===== src/rtl/reloj_soc_ram_pkg.sv =====
// Shared definitions for the RAM tester: default widths, command op codes,
// sequencer states and op decode helpers.
package reloj_soc_ram_pkg;

    localparam int DEF_ADDR_W = 11;
    localparam int DEF_DATA_W = 32;
    localparam int DEF_LEN_W  = 12;

    typedef enum logic [1:0] {
        OP_FILL_CONST   = 2'd0,
        OP_FILL_INCR    = 2'd1,
        OP_VERIFY_INCR  = 2'd2,
        OP_VERIFY_CONST = 2'd3
    } op_t;

    typedef enum logic [1:0] {
        ST_IDLE  = 2'd0,
        ST_WRITE = 2'd1,
        ST_READ  = 2'd2,
        ST_DRAIN = 2'd3
    } state_t;

    function automatic logic op_is_write(input logic [1:0] op);
        return (op == OP_FILL_CONST) || (op == OP_FILL_INCR);
    endfunction

    function automatic logic op_is_incr(input logic [1:0] op);
        return (op == OP_FILL_INCR) || (op == OP_VERIFY_INCR);
    endfunction

endpackage


===== src/rtl/reloj_soc_ram_chk.sv =====
// Read-verify stage: registers each accepted read, compares it against the
// returned word one cycle later and accumulates the mismatch statistics.
module reloj_soc_ram_chk
    import reloj_soc_ram_pkg::*;
#(
    parameter int ADDR_W = DEF_ADDR_W,
    parameter int DATA_W = DEF_DATA_W,
    parameter int LEN_W  = DEF_LEN_W
) (
    input  logic              i_clk,
    input  logic              i_reset,
    input  logic              i_clear,
    input  logic              i_valid,
    input  logic [ADDR_W-1:0] i_addr,
    input  logic [DATA_W-1:0] i_expected,
    input  logic [DATA_W-1:0] i_readdata,
    output logic [LEN_W-1:0]  o_err_count,
    output logic [ADDR_W-1:0] o_first_err_addr
);

    localparam logic [LEN_W-1:0] MAX_ERR = LEN_W'(2 ** ADDR_W);

    logic              r_valid;
    logic [ADDR_W-1:0] r_addr;
    logic [DATA_W-1:0] r_expected;
    logic [LEN_W-1:0]  r_err_count;
    logic [ADDR_W-1:0] r_first_err_addr;
    logic              w_mismatch;

    assign w_mismatch = r_valid && (i_readdata != r_expected);

    always_ff @(posedge i_clk or posedge i_reset) begin
        if (i_reset) begin
            r_valid          <= 1'b0;
            r_addr           <= '0;
            r_expected       <= '0;
            r_err_count      <= '0;
            r_first_err_addr <= '0;
        end else begin
            r_valid <= i_valid;
            if (i_valid) begin
                r_addr     <= i_addr;
                r_expected <= i_expected;
            end
            if (i_clear) begin
                r_err_count      <= '0;
                r_first_err_addr <= '0;
            end else if (w_mismatch) begin
                if (r_err_count == '0)
                    r_first_err_addr <= r_addr;
                if (r_err_count != MAX_ERR)
                    r_err_count <= r_err_count + LEN_W'(1);
            end
        end
    end

    assign o_err_count      = r_err_count;
    assign o_first_err_addr = r_first_err_addr;

endmodule


===== src/rtl/reloj_soc_ram_tester.sv =====
// Avalon-MM master that fills a RAM window with a constant/incrementing
// pattern or reads it back and counts mismatches.
module reloj_soc_ram_tester
    import reloj_soc_ram_pkg::*;
#(
    parameter int ADDR_W = DEF_ADDR_W,
    parameter int DATA_W = DEF_DATA_W,
    parameter int LEN_W  = DEF_LEN_W
) (
    input  logic                i_clk,
    input  logic                i_reset,
    input  logic                i_start,
    input  logic [1:0]          i_op,
    input  logic [ADDR_W-1:0]   i_base_addr,
    input  logic [LEN_W-1:0]    i_len,
    input  logic [DATA_W-1:0]   i_pattern,
    output logic                o_busy,
    output logic                o_done,
    output logic [LEN_W-1:0]    o_err_count,
    output logic [ADDR_W-1:0]   o_first_err_addr,
    output logic [ADDR_W-1:0]   o_m_address,
    output logic [DATA_W/8-1:0] o_m_byteenable,
    output logic                o_m_chipselect,
    output logic                o_m_write,
    output logic [DATA_W-1:0]   o_m_writedata,
    input  logic [DATA_W-1:0]   i_m_readdata,
    input  logic                i_m_waitrequest
);

    localparam logic [LEN_W-1:0] MAX_LEN = LEN_W'(2 ** ADDR_W);

    state_t            r_state;
    logic [ADDR_W-1:0] r_addr;
    logic [DATA_W-1:0] r_data;
    logic [LEN_W-1:0]  r_remaining;
    logic              r_incr;
    logic              r_done;

    logic              w_cs;
    logic              w_accept;
    logic              w_last;
    logic              w_clear;
    logic [LEN_W-1:0]  w_len_sat;

    assign w_cs      = (r_state == ST_WRITE) || (r_state == ST_READ);
    assign w_accept  = w_cs && !i_m_waitrequest;
    assign w_last    = (r_remaining == LEN_W'(1));
    assign w_clear   = (r_state == ST_IDLE) && i_start;
    assign w_len_sat = (i_len > MAX_LEN) ? MAX_LEN : i_len;

    always_ff @(posedge i_clk or posedge i_reset) begin
        if (i_reset) begin
            r_state     <= ST_IDLE;
            r_addr      <= '0;
            r_data      <= '0;
            r_remaining <= '0;
            r_incr      <= 1'b0;
            r_done      <= 1'b0;
        end else begin
            r_done <= 1'b0;
            case (r_state)
                ST_IDLE: begin
                    if (i_start) begin
                        r_addr      <= i_base_addr;
                        r_data      <= i_pattern;
                        r_remaining <= w_len_sat;
                        r_incr      <= op_is_incr(i_op);
                        if (i_len == '0)
                            r_done <= 1'b1;
                        else
                            r_state <= op_is_write(i_op) ? ST_WRITE : ST_READ;
                    end
                end
                ST_WRITE, ST_READ: begin
                    // Everything advances only on an accepted beat, so a stall holds the bus.
                    if (w_accept) begin
                        r_addr      <= r_addr + ADDR_W'(1);
                        r_data      <= r_data + DATA_W'(r_incr);
                        r_remaining <= r_remaining - LEN_W'(1);
                        if (w_last) begin
                            if (r_state == ST_WRITE) begin
                                r_state <= ST_IDLE;
                                r_done  <= 1'b1;
                            end else begin
                                r_state <= ST_DRAIN;
                            end
                        end
                    end
                end
                default: begin
                    r_state <= ST_IDLE;
                    r_done  <= 1'b1;
                end
            endcase
        end
    end

    reloj_soc_ram_chk #(
        .ADDR_W (ADDR_W),
        .DATA_W (DATA_W),
        .LEN_W  (LEN_W)
    ) u_chk (
        .i_clk            (i_clk),
        .i_reset          (i_reset),
        .i_clear          (w_clear),
        .i_valid          (w_accept && (r_state == ST_READ)),
        .i_addr           (r_addr),
        .i_expected       (r_data),
        .i_readdata       (i_m_readdata),
        .o_err_count      (o_err_count),
        .o_first_err_addr (o_first_err_addr)
    );

    assign o_busy         = (r_state != ST_IDLE);
    assign o_done         = r_done;
    assign o_m_address    = r_addr;
    assign o_m_byteenable = {(DATA_W/8){w_cs}};
    assign o_m_chipselect = w_cs;
    assign o_m_write      = (r_state == ST_WRITE);
    assign o_m_writedata  = r_data;

endmodule

===== config.mk =====
export PLATFORM = sky130hd
export DESIGN_NAME = reloj_soc_ram_tester
export DESIGN_NICKNAME = d
export VERILOG_FILES = /design/src/rtl/reloj_soc_ram_pkg.sv /design/src/rtl/reloj_soc_ram_chk.sv /design/src/rtl/reloj_soc_ram_tester.sv
export SDC_FILE = /design/constraint.sdc
export NUM_CORES = 1
export LEC_CHECK = 0
export BUFFER_PORTS_ARGS = -buffer_cell sky130_fd_sc_hd__buf_2
export CAP_MARGIN = 5
export CORE_MARGIN = 1.5
export CORE_UTILIZATION = 40
export DETAILED_ROUTE_END_ITERATION = 12
export PLACE_DENSITY = 0.73
export SETUP_SLACK_MARGIN = 0.4
export SLEW_MARGIN = 15
export SYNTH_ARGS = -nofsm -noshare
export SYNTH_HDL_FRONTEND = slang
export SYNTH_SLANG_ARGS = --single-unit

===== constraint.sdc =====
create_clock -name i_clk -period 4.8 [get_ports i_clk]
set_clock_uncertainty 0.15 [all_clocks]
set_input_delay 0.72 -clock i_clk [delete_from_list [all_inputs] [get_ports i_clk]]
set_output_delay 0.72 -clock i_clk [all_outputs]
set_load 0.1 [all_outputs]

### Word level (Yosys, flattened, before mapping)

Cells that the tools add are included.
Widths: inputs -> output; s select.

| word-level totals | value |
|---|---|
| register bits after elaboration | 126 |
| bits in latches | 0 |
| bits in writable memories | 0 |
| ROM bits | 0 |
| input bits | 93 |
| output and inout bits | 74 |
| word-level logic and storage cells | 79 |
| memories kept | 0 |

| operators by class | value |
|---|---|
| add/subtract/negate cells | 4 |
| multipliers | 0 |
| div/mod/pow operators | 0 |
| order comparisons | 1 |
| equality and inequality tests | 11 |
| shift-type cells | 0 |
| mux-type cells | 29 |
| bitwise operators | 0 |
| reductions and logical operators | 23 |

Operator list:

| cell | number |
|---|---|
| $mux 12 | 6 |
| $mux 32 | 2 |
| $pmux 32 s2 | 1 |
| $mux 11 | 5 |
| $add 32x1->32 | 1 |
| $ne 32x32->1 | 1 |
| $logic_not 12->1 | 2 |
| $pmux 12 s2 | 1 |
| $pmux 11 s2 | 1 |
| $add 12x1->12 const B | 1 |
| $eq 12x1->1 const B | 1 |
| $gt 12x12->1 const B | 1 |
| $mux 2 | 6 |
| $ne 12x12->1 const B | 1 |
| $sub 12x1->12 const B | 1 |
| $add 11x1->11 const B | 1 |
| $reduce_bool 2->1 | 5 |
| $ne 2x2->1 const B | 4 |
| $reduce_and 2->1 | 3 |
| $mux 1 | 5 |
| $eq 2x1->1 const B | 2 |
| $eq 2x2->1 const B | 2 |
| $logic_and 1x1->1 | 4 |
| $logic_not 2->1 | 2 |
| 7 further kinds | 9 |

### Depth between registers and ports, before layout

Gate-level depths: netlist of the first run.

| depth | value |
|---|---|
| depth in word-level cells | 6 |
| gate-level depth with buffers | 10 |
| depth with buffers taken out | 8 |

### Cells and area by module

A second synthesis of the first run with hierarchy kept.

| unflattened totals | value |
|---|---|
| cell total of the unflattened synthesis | 700 |
| area total of the unflattened synthesis | 7090.6 µm² |

Modules (own cells, without submodules):

| module | times used | cells each | area an instance (µm²) | sequential area each (µm²) |
|---|---|---|---|---|
| reloj_soc_ram_tester | 1 | 451 | 3813.7 | 1476.4 |
| reloj_soc_ram_chk | 1 | 249 | 3276.9 | 1676.6 |

### Worst setup path after synthesis of the first run

Ideal clock, no wire load.

| timing | value |
|---|---|
| kind | flip-flop to flip-flop |
| start point | register r_data[0], in the netlist o_m_writedata[0] |
| end point | register r_data[24], in the netlist o_m_writedata[24] |
| setup time | 0.185 ns |
| data arrival time | 2.842 ns |
| required time | 4.465 ns |
| path slack | 1.624 ns |
| stages on the path, launching flop included | 9 |
| period minus slack after synthesis | 3.176 ns |
| cells stage by stage | dfrtp_1 ha_1 ha_1 nand3_1 nor4_1 and2_1 nand3_1 nor2_1 a311oi_1 |

| on the way | value |
|---|---|
| longest elaborated chain between the ends | 3 |

Ends and longest elaborated chain:

| item | line | source |
|---|---|---|
| from (decl) | reloj_soc_ram_tester.sv:34 | `logic [DATA_W-1:0] r_data;` |
| from (signal assigned) | reloj_soc_ram_tester.sv:65 | `r_data <= i_pattern;` |
| from (signal assigned) | reloj_soc_ram_tester.sv:78 | `r_data <= r_data + DATA_W'(r_incr);` |
| $add 32x1->32 | reloj_soc_ram_tester.sv:78 |  |
| $mux 32 | reloj_soc_ram_tester.sv:76 | `if (w_accept) begin` |
| $pmux 32 s2 | reloj_soc_ram_tester.sv:61 | `case (r_state)` |

Every way passes these cells. The select of a mux whose other input is x is not followed.
A chain may end at the register's enable or synchronous reset.

### Worst setup path in the final report of the first run

| timing | value |
|---|---|
| start point | register r_state[1] |
| end point | register r_data[31], in the netlist o_m_writedata[31] |

| on the way | value |
|---|---|
| longest elaborated chain between the ends | 5 |
| elaborated cells on any way between the ends | 11 |

Ends and longest elaborated chain:

| item | line | source |
|---|---|---|
| from (decl) | reloj_soc_ram_tester.sv:32 | `state_t r_state;` |
| from (signal assigned) | reloj_soc_ram_tester.sv:71 | `r_state <= op_is_write(i_op) ? ST_WRITE : ST_READ;` |
| $eq 2x1->1 or $eq 2x2->1 (tied branches) | reloj_soc_ram_tester.sv:45, reloj_soc_ram_tester.sv:61 |  |
| $logic_or 1x1->1 | reloj_soc_ram_tester.sv:45 | `assign w_cs = (r_state == ST_WRITE) \|\| (r_state == ST_READ);` |
| $logic_and 1x1->1 | reloj_soc_ram_tester.sv:46 | `assign w_accept = w_cs && !i_m_waitrequest;` |
| $ne 2x2->1 (no line) | - |  |
| $reduce_and 3->1 (no line) | - |  |

Several ways; a longest one is shown, not always the timed one.

==> metrics.md, run 1 <==
| Metric | Value |
|---|---|
| Wirelength per Cell | `17.6 µm` |
| Clk sinks | `126` |
| Asr flop ratio synth | `100%` |
| Share of cells above drive strength 1 | `28.5%` |
| RePlAce Congestion | `0.920` |
| Final min period | `3.03 ns` |
| Critical-path maximum fanout | `113` |
| Top cell type's share of synthesized area | `45.9%` |
| Post-route DRC | `0` |
| # IOs | `167` |
| Worst Path Buf+Inv | `2` |
| Flop2flop setup slack | `1.77 ns` |
| Die Y | `134 µm` |
| GRT Overall Usage | `21.9%` |
| Endpoints failing setup | `0` |
| Worst endpoint required time | `5.00 ns` |
| CP Cell Sequence | `inv_1 -> ha_4 -> buf_4 -> nand2_1 -> or4_1 -> nand3_1` |
| Clock Path Buffers | `2` |
| Die Area | `18000 µm²` |
| Worst reg-to-reg path cell count | `6` |
| Nets in the synthesized netlist | `839` |
| Final Max Slew Viols | `0` |
| Worst setup SP type | `flip-flop` |
| Worst slew margin | `26.9%` |
| CP Capture Type | `flip-flop` |
| Count leader, synth | `dfrtp_1` |
| Hold Buf Count CTS | `0` |
| Most used DFF post-synth | `dfrtp_1` |
| Drt first pass iters | `4` |
| Synthesis Warnings | `0` |
| First-pass GRT wire length | `30600 µm` |
| Vias/cell | `5.56` |
| Skew-Pair Late Insertion Delay | `0.42 ns` |
| Post-CTS setup buffer count | `0` |
| Row cnt | `47` |
| Worst-margin pin slew | `1.09 ns` |
| Post-CTS sizing | `0` |
| Detailed-route via count | `6207` |
| Reg clk slew, reported paths | `0.06 ns` |
| Largest net degree at the start of global routing | `114` |
| Chip Width | `134 µm` |
| Fin. Hold Viols | `0` |
| Final setup TNS | `0 ns` |
| H-tree level count | `4` |
| Post-synth EDFFs | `0` |
| Synth top area cells | `dfrtp_1 46%, mux2_2 6.9%, a21oi_1 4.8%` |
| Crit-path slowest cell | `buf_4` |
| Initial Utilization | `41.2%` |
| Grt total ovfl | `0` |
| Violation count after the first detailed-routing iteration | `479` |
| Yosys reg bits | `126` |
| Post-Route WL | `19600 µm` |
| Initial antenna violation count | `2` |
| Reg2reg start | `r_state[1]` |
| RSZ-0062 raised after global routing | `no` |
| Most common library cells after synthesis | `126 x dfrtp_1, 74 x nand2_1, 66 x a21oi_1, 59 x o21ai_0, 54 x nor2_1` |
| Area leader, netlist | `dfrtp_1` |
| Share of the yosys chip area belonging to registers | `45.9%` |
| Critical R2R Capture | `o_m_writedata[31]` |
| Max-cap violation count | `0` |
| Number of unique standard cell types used by synthesis | `51` |
| Routed Antenna Nets | `0` |
| CTS tree | `built` |
| Critical path class | `reg -> reg` |
| DP HPWL | `13800 µm` |
| Arrival time at the worst endpoint | `3.23 ns` |
| Top delay family on crit path | `simple AND/OR/NAND/NOR gates` |
| Root Buffer | `clkbuf_16` |
| Slowest stage delay, CP | `0.81 ns` |
| Status | `finished, final reports clean` |
| TritonCTS buffer count | `17` |
| Final worst-path cycle share | `63.0%` |
| Area delta synth->final | `23.5%` |
| Max Clock Freq | `331 MHz` |
| Vias in the first global route | `5758` |
| Post-Syn Area per Cell | `9.38 µm²` |
| Port buffer count | `166` |
| Synth Cell Area | `6870 µm²` |
| Core region area | `16700 µm²` |
| Hold Path Class | `in -> async` |
| Fin nets | `987` |
| Gate Count Post-Synth | `733` |
layout by cell type (no fill, tap or decap), types with 17 or more instances in the layout:
| cell | instances |
|---|---|
| mux2i_1 | 18 |
| a21oi_1 | 65 |
| buf_2 | 166 |
| o21ai_0 | 59 |
| nand2_1 | 73 |
| dfrtp_1 | 126 |
| nand4_1 | 17 |
| clkbuf_16 | 17 |
| xor2_1 | 36 |
| nand3_1 | 29 |
| mux2_2 | 42 |
| o22ai_1 | 17 |
| nor2_1 | 54 |
layout make-up:
| class | count | area [µm²] |
|---|---|---|
| repair buffers | 174 | 891 |
| fillers | 1580 | 8210 |
| well taps | 220 | 275 |
| diodes | 2 | 5.00 |
| clock inverters | 11 | 138 |
| inverters | 17 | 66.3 |
| flip-flops and latches | 126 | 3150 |
| multi-input cells | 545 | 3480 |
| clock buffers | 21 | 480 |
through the flow:
step / hold slack [ns] / std cells / setup WS, ns / cell area [µm²] / util [%]
floorplan: 0.299 / 733 / 0.574 / 6870 / -
global placement: 0.316 / 1082 / 1.83 / 7870 / 47.1
detailed placement: 0.325 / 1082 / 1.81 / 7870 / 47.1
CTS: 0.338 / 1114 / 1.81 / 8480 / 50.8
global route: 0.372 / 1116 / 1.58 / 8490 / 50.8
finish: 0.336 / 1116 / 1.77 / 8490 / 50.8
worst max path at each step:
stage               slack, ns  cells after the start       start                 to
finish                   1.77                      6  r_state[1]  o_m_writedata[31]
global route             1.58                      6  r_state[1]  o_m_writedata[31]
CTS                      1.81                      6  r_state[1]  o_m_writedata[31]
detailed placement       1.81                      6  r_state[1]  o_m_writedata[31]
global placement         1.83                      6  r_state[1]  o_m_writedata[31]
floorplan                0.57                      1     i_reset             o_done
sequential cells by signal, indices dropped and copies added, names as in the netlist:
register / count
o_done: 1
o_m_address: 11
o_m_writedata: 32
r_incr: 1
r_remaining: 12
r_state: 2
u_chk.o_err_count: 12
u_chk.o_first_err_addr: 11
u_chk.r_addr: 11
u_chk.r_expected: 32
u_chk.r_valid: 1
routing by layer:
metal	vias to the layer above	wire [µm]	part of all wire (%)	global-route usage, %
met5	-	0	0	0
met4	0	407	2.1	7.53
met3	27	1040	5.3	3.78
met2	235	9420	48	35.5
met1	2990	8750	45	29.7
li1	2955	-	-	-
logic make-up after synthesis:
family                     count (synthesis)  synth area share [%]
buffers and inverters                     62                  3.88
xor gates and xnor gates                  37                  4.71
DFF                                      126                  45.9
muxes                                     60                  9.50
AOI/OAI and AO/OA                        180                  15.2
adders and majority gates                 13                  2.37
and+or+nand+nor                          255                  18.5
Power of run 1 is not shown: default switching activity piles up to over one toggle a cycle in this logic, so the estimate is an artifact.
==> run 2: changes to the inputs <==
==> constraint.sdc (replaced) <==
create_clock -name i_clk -period 3 [get_ports i_clk]
set_clock_uncertainty 0.15 [all_clocks]
set_input_delay 0.45 -clock i_clk [delete_from_list [all_inputs] [get_ports i_clk]]
set_output_delay 0.45 -clock i_clk [all_outputs]
set_load 0.1 [all_outputs]
==> metrics.md, run 2 (same netlist as run 1, synthesis figures left out) <==
| Metric | Value |
|---|---|
| Core region area | `16700 µm² (unchanged)` |
| RePlAce Congestion | `0.832 (-9.6%)` |
| Vias in the first global route | `5883 (+2.2%)` |
| H-tree level count | `4 (unchanged)` |
| Final min period | `2.48 ns (-0.541 ns)` |
| Hold Path Class | `in -> async` |
| Initial Utilization | `41.2% (unchanged)` |
| GRT Overall Usage | `22.0% (+0.098 points)` |
| Status | `finished, final reports clean` |
| DP HPWL | `13800 µm (-0.20%)` |
| Max-cap violation count | `0 (unchanged)` |
| Arrival time at the worst endpoint | `2.63 ns (-0.60 ns)` |
| Max Clock Freq | `403 MHz (+22%)` |
| Row cnt | `47 (unchanged)` |
| Flop2flop setup slack | `0.52 ns (-1.26 ns)` |
| Most frequent cells in the layout | `161 x buf_2, 103 x dfrtp_1, 73 x nand2_1, 65 x a21oi_1, 59 x o21ai_0` |
| Endpoints failing setup | `0 (unchanged)` |
| Port buffer count | `166 (unchanged)` |
| Reg clk slew, reported paths | `0.06 ns (about the same)` |
| Final setup TNS | `0 ns (unchanged)` |
| Violation count after the first detailed-routing iteration | `389 (-19%)` |
| Final worst-path cycle share | `82.8% (+20 points)` |
| Clk sinks | `126 (unchanged)` |
| Final Max Slew Viols | `0 (unchanged)` |
| Share of cells above drive strength 1 | `32.2% (+3.7 points)` |
| CTS tree | `built` |
| Worst-margin pin slew | `0.707 ns (-0.386 ns)` |
| Vias/cell | `5.47 (-1.6%)` |
| Fin nets | `994 (+0.71%)` |
| Die Y | `134 µm (unchanged)` |
| # IOs | `167 (unchanged)` |
| CP Capture Type | `flip-flop` |
| Drt first pass iters | `4 (unchanged)` |
| Worst setup SP type | `flip-flop` |
| Detailed-route via count | `6136 (-1.1%)` |
| Grt total ovfl | `0 (unchanged)` |
| Critical-path maximum fanout | `11 (-90%)` |
| RSZ-0062 raised after global routing | `no` |
| Die Area | `18000 µm² (unchanged)` |
| Routed Antenna Nets | `0 (unchanged)` |
| Largest net degree at the start of global routing | `127 (+11%)` |
| TritonCTS buffer count | `17 (unchanged)` |
| Skew-Pair Late Insertion Delay | `0.41 ns (about the same)` |
| Worst endpoint required time | `3.15 ns (-1.85 ns)` |
| Post-Route WL | `19400 µm (-1.1%)` |
| Chip Width | `134 µm (unchanged)` |
| Area delta synth->final | `27.1%` |
| Critical path class | `reg -> reg` |
| First-pass GRT wire length | `30900 µm (+0.79%)` |
| Commonest non-fill, non-tap cell in the layout | `buf_2` |
| Root Buffer | `clkbuf_16` |
| Fin. Hold Viols | `0 (unchanged)` |
| Clock Path Buffers | `2 (unchanged)` |
| Post-route DRC | `0 (unchanged)` |
| Wirelength per Cell | `17.3 µm (-1.5%)` |
| Worst slew margin | `52.9% (+26 points)` |
| Initial antenna violation count | `1 (-1)` |
| N_diodes | `0 (-2)` |
[run 2: cell types whose count changed in the layout (fill, tap and decap cells not counted), sizes merged]
cell and change:
buf +7, bufinv +2, clkbuf -3, clkinv +3, clkinvlp -2, diode -2
[run 2: through the flow]
step | utilization (%) | setup slack (ns) | instances | hold WS [ns] | cell area (µm²)
3_5_place_dp | 48.2 | 0.390 | 1088 | 0.322 | 8060
2_1_floorplan | - | 0.325 | 733 | 0.299 | 6940
4_1_cts | 52.2 | 0.453 | 1120 | 0.106 | 8710
6_report | 52.3 | 0.516 | 1121 | 0.0632 | 8740
3_3_place_gp | 48.2 | 0.430 | 1088 | 0.315 | 8060
5_1_grt | 52.3 | 0.397 | 1121 | 0.137 | 8740
[run 2: worst max-delay path, cell delays in order (launching register included)]
cell and delay, ns:
dfrtp_1 0.39, xor2_1 0.17, nor4_1 0.34, nand4_1 0.45
o211ai_1 0.31, buf_4 0.26, mux2i_1 0.21, nor2_1 0.06
[run 2: path summary, 6_finish.rpt]
check | startpoint | to | depth (start not counted)
min in group i_clk | i_len[3] | r_remaining[3] | 3
max in group asynchronous | i_reset | u_chk.o_err_count[1] | 3
worst max register to register | u_chk.r_expected[5] | u_chk.o_first_err_addr[6] | 7
worst max-delay path | u_chk.r_expected[5] | u_chk.o_first_err_addr[6] | 7
worst min-delay path | i_reset | u_chk.r_expected[11] | 3
worst min register to register | u_chk.r_addr[4] | u_chk.r_addr[4] | 2
[run 2: layout make-up]
type / count / area (µm²)
clock buffer: 18 / 439
clock inverter: 14 / 214
fill: 1540 / 7960
inverter: 17 / 67.6
multi-input combinational: 545 / 3510
sequential: 126 / 3180
tap: 220 / 275
timing repair buffer: 181 / 1050
[run 2: layer usage]
metal | up-vias | GRT usage, % | share of wire, %
met5 | - | 0 | 0.072
met4 | 2 | 10.0 | 3.2
met2 | 178 | 34.1 | 46
met3 | 33 | 4.27 | 4.2
li1 | 2970 | - | -
met1 | 2953 | 29.9 | 46
[run 2: timing repair]
action                     4_1_cts  5_1_grt
setup endpoints to repair        0       34
setup buffers                    0        1
gates resized for setup          0        7
hold buffers                     0        0
Power of run 2 is left out for the same reason.
==> run 3: changes to the inputs <==
--- a/config.mk
+++ b/config.mk
@@ -5,12 +5,13 @@
 export SDC_FILE = /design/constraint.sdc
 export NUM_CORES = 1
 export LEC_CHECK = 0
+export ABC_AREA = 1
 export BUFFER_PORTS_ARGS = -buffer_cell sky130_fd_sc_hd__buf_2
 export CAP_MARGIN = 5
 export CORE_MARGIN = 1.5
 export CORE_UTILIZATION = 40
 export DETAILED_ROUTE_END_ITERATION = 12
-export PLACE_DENSITY = 0.73
+export PLACE_DENSITY = 0.72
 export SETUP_SLACK_MARGIN = 0.4
 export SLEW_MARGIN = 15
 export SYNTH_ARGS = -nofsm -noshare
==> constraint.sdc (replaced) <==
create_clock -name i_clk -period 2.4 [get_ports i_clk]
set_clock_uncertainty 0.15 [all_clocks]
set_input_delay 0.36 -clock i_clk [delete_from_list [all_inputs] [get_ports i_clk]]
set_output_delay 0.36 -clock i_clk [all_outputs]
set_load 0.1 [all_outputs]
==> metrics.md, run 3 <==
| Metric | Value |
|---|---|
| Status | `finished, final reports clean` |
| Met3 WL | `1540 µm (+88%)` |
| CP dominant cell by count | `buf_12` |
| TritonCTS buffer count | `17 (unchanged)` |
| Largest net degree at the start of global routing | `66 (-48%)` |
| Most common library cells after synthesis | `258 x nand2_1, 132 x inv_1, 126 x dfrtp_1, 109 x o21ai_0, 102 x nor2_1` |
| DR WL met2 | `10600 µm (+19%)` |
| Root Buffer | `clkbuf_16` |
| Drt first pass iters | `6 (+2)` |
| RePlAce Congestion | `0.891 (+7.1%)` |
| Reg2reg start | `r_state[0]` |
| Final setup TNS | `0 ns (unchanged)` |
| Skew-Pair Late Insertion Delay | `0.42 ns (about the same)` |
| Most used DFF post-synth | `dfrtp_1` |
| First-pass GRT wire length | `34900 µm (+13%)` |
| Worst slew margin | `58.8% (+5.9 points)` |
| Fin. Hold Viols | `0 (unchanged)` |
| Top delay family on crit path | `buffers and inverters` |
| Post-Route WL | `22700 µm (+17%)` |
| Initial Utilization | `41.2% (+0.090 points)` |
| Worst-margin pin slew | `0.617 ns (-0.0896 ns)` |
| Commonest non-fill, non-tap cell in the layout | `nand2_1` |
| Max Clock Freq | `491 MHz` |
| Synthesis Warnings | `0 (unchanged)` |
| Final Core Density | `54.7% (+2.4 points)` |
| Fin nets | `1331 (+34%)` |
| Yosys reg bits | `126 (unchanged)` |
| Max layer used | `met4` |
| Port buffer count | `166 (unchanged)` |
| Met1 WL | `9950 µm (+11%)` |
| Clk sinks | `126 (unchanged)` |
| Arrival time at the worst endpoint | `1.53 ns (-1.10 ns)` |
| Largest family of logic cells by synthesized area | `simple AND/OR/NAND/NOR gates` |
| FF+latch area | `3200 µm² (+0.51%)` |
| Compound-Gate Fraction of Synth Area | `13.8% (-1.4 points)` |
| Vias/cell | `5.17 (-5.6%)` |
| Clock Path Buffers | `2 (unchanged)` |
| CP Cell Sequence | `inv_2 -> ha_4 -> buf_12 -> buf_12` |
| Area leader, netlist | `dfrtp_1` |
| Reg clk slew, reported paths | `0.05 ns (about the same)` |
| Hold Path Stages | `3` |
| Critical path class | `reg -> out` |
| CTS tree | `built` |
| Worst reg-to-reg path cell count | `9 (+2)` |
| Area delta synth->final | `32.7%` |
| Slowest stage delay, CP | `0.37 ns (-0.08 ns)` |
| Hold Path Origin | `i_pattern[2]` |
| Post-Syn Area per Cell | `7.22 µm² (-23%)` |
| DP HPWL | `15400 µm (+12%)` |
| Violation count after the first detailed-routing iteration | `648 (+67%)` |
| Core region area | `18200 µm² (+9.0%)` |
| Post-route DRC | `0 (unchanged)` |
| Asr flop ratio synth | `100% (unchanged)` |
| Hold Path Sink | `o_m_writedata[2]` |
| N_diodes | `0 (unchanged)` |
| Initial antenna violation count | `0 (-1)` |
| Crit-path slowest cell | `dfrtp_1` |
| Grt total ovfl | `0 (unchanged)` |
| Share of cells above drive strength 1 | `27.4% (-4.8 points)` |
| RSZ-0062 raised after global routing | `yes` |
| Synth Area in Adders | `2.17% (-0.20 points)` |
| Wirelength per Cell | `15.4 µm (-11%)` |
| Worst setup SP type | `flip-flop` |
| Area of the multi-input gates | `3840 µm² (+9.6%)` |
| Row cnt | `49 (+4.3%)` |
| Worst endpoint required time | `1.89 ns (-1.26 ns)` |
| Final min period | `2.04 ns` |
| Hold Path Class | `in -> reg` |
| Share of the yosys chip area belonging to registers | `42.0% (-3.9 points)` |
| H-tree level count | `4 (unchanged)` |
| Gate Count Post-Synth | `1041 (+42%)` |
| Vias in the first global route | `7003 (+19%)` |
| Most frequent cells in the layout | `255 x nand2_1, 159 x buf_2, 126 x inv_1, 95 x nor2_1, 95 x o21ai_0` |
| Synth Area in Simple Gates | `28.6% (+10 points)` |
| Endpoints failing setup | `0 (unchanged)` |
| Critical-path maximum fanout | `6 (-5)` |
| # IOs | `167 (unchanged)` |
| Die Y | `140 µm (+4.4%)` |
| Critical R2R Capture | `o_m_writedata[17]` |
| Worst Path Buf+Inv | `3 (+2)` |
| Final Max Slew Viols | `0 (unchanged)` |
| Synth Cell Area | `7510 µm² (+9.3%)` |
| Post-synth EDFFs | `0 (unchanged)` |
| CP Capture Type | `primary output` |
| Flop2flop setup slack | `0.44 ns (-0.08 ns)` |
| Max-cap violation count | `0 (unchanged)` |
| Synth top area cells | `dfrtp_1 42%, nand2_1 13%, o21ai_0 7.3%` |
| GRT Overall Usage | `22.4% (+0.44 points)` |
| Detailed-route via count | `7583 (+24%)` |
| Top cell type's share of synthesized area | `42.0% (-3.9 points)` |
| Mux contribution to synthesized area | `0% (-9.5 points)` |
| Number of unique standard cell types used by synthesis | `43 (-16%)` |
| Count leader, synth | `nand2_1` |
| Number of fillers in the final layout | `1641 (+6.6%)` |
| Nets in the synthesized netlist | `1147 (+37%)` |
| Routed Antenna Nets | `0 (unchanged)` |
| Die Area | `19600 µm² (+9.1%)` |
| Post-synthesis xor/xnor area fraction | `3.96% (-0.75 points)` |
| Chip Width | `140 µm (+4.4%)` |
| Final worst-path cycle share | `84.8%` |
==> run 3: changes by cell type after synthesis, sizes merged, moves of 12 or more <==
cell and delta:
nor4 -14, inv +119, mux2 -42, a21oi -18, o21ai +59, nand3 +47
nor2 +58, xor2 -25, nand2 +194, xnor2 +22, or3 -12, mux2i -18
==> run 3: layer usage <==
layer  global-route usage, %  vias to the layer above
li1                        -                     3722
met1                    29.4                     3534
met2                    36.8                      289
met3                    4.68                       38
met4                    8.14                        0
met5                       0                        -
==> run 3: metrics by stage <==
stage	setup WS, ns	hold WS (ns)	instance area (µm²)	instances
final	0.364	0.0527	9970	1467
after detailed placement	0.288	0.326	8870	1409
after global placement	0.343	0.320	8870	1409
after CTS	0.398	0.0423	9690	1455
after global routing	0.325	0.0556	9970	1467
after floorplan	0.149	0.303	7720	1041
==> run 3: repair_timing <==
| item | CTS | global route |
|---|---|---|
| endpoints found under the hold margin | 20 | 0 |
| hold buffers | 1 | 0 |
| buffers inserted | 11 | 8 |
| gates resized for setup | 9 | 36 |
| cloned | 2 | 4 |
| setup endpoints to repair | 38 | 88 |
| pin swaps | 4 | 10 |
==> run 3: logic make-up after synthesis <==
logic type	count (synthesis)
AND/OR/NAND/NOR	495
XOR/XNOR	34
adder cells (fa/ha/maj)	13
AO/OA/AOI/OAI	194
buffers and inverters	179
flip-flops	126
==> run 3: layout make-up <==
class / count / share of cell area, %
clock buffers: 26 / 5.11
repair buffers: 207 / 15.0
flip-flops and latches: 126 / 32.1
multi-input cells: 736 / 38.6
well taps: 229 / 2.87
clock inverters: 6 / 1.08
inverters: 137 / 5.31
==> run 3: how the worst max path moves through the flow <==
stage / startpoint / end / slack (ns) / depth (start not counted)
floorplan: o_m_writedata[0] / o_m_writedata[28] / 0.15 / 13
global placement: i_m_readdata[25] / u_chk.o_first_err_addr[0] / 0.34 / 11
detailed placement: i_m_readdata[25] / u_chk.o_first_err_addr[3] / 0.29 / 11
CTS: r_state[1] / o_m_byteenable[0] / 0.40 / 4
global route: r_state[0] / o_m_byteenable[0] / 0.33 / 4
finish: r_state[1] / o_m_byteenable[0] / 0.36 / 4
==> run 3: worst min-delay path: cells and delay by family <==
family                 cells  cell delay, ns
AO/OA/AOI/OAI              2            0.14
buffers and inverters      1            0.09
Power of run 3 is left out for the same reason.
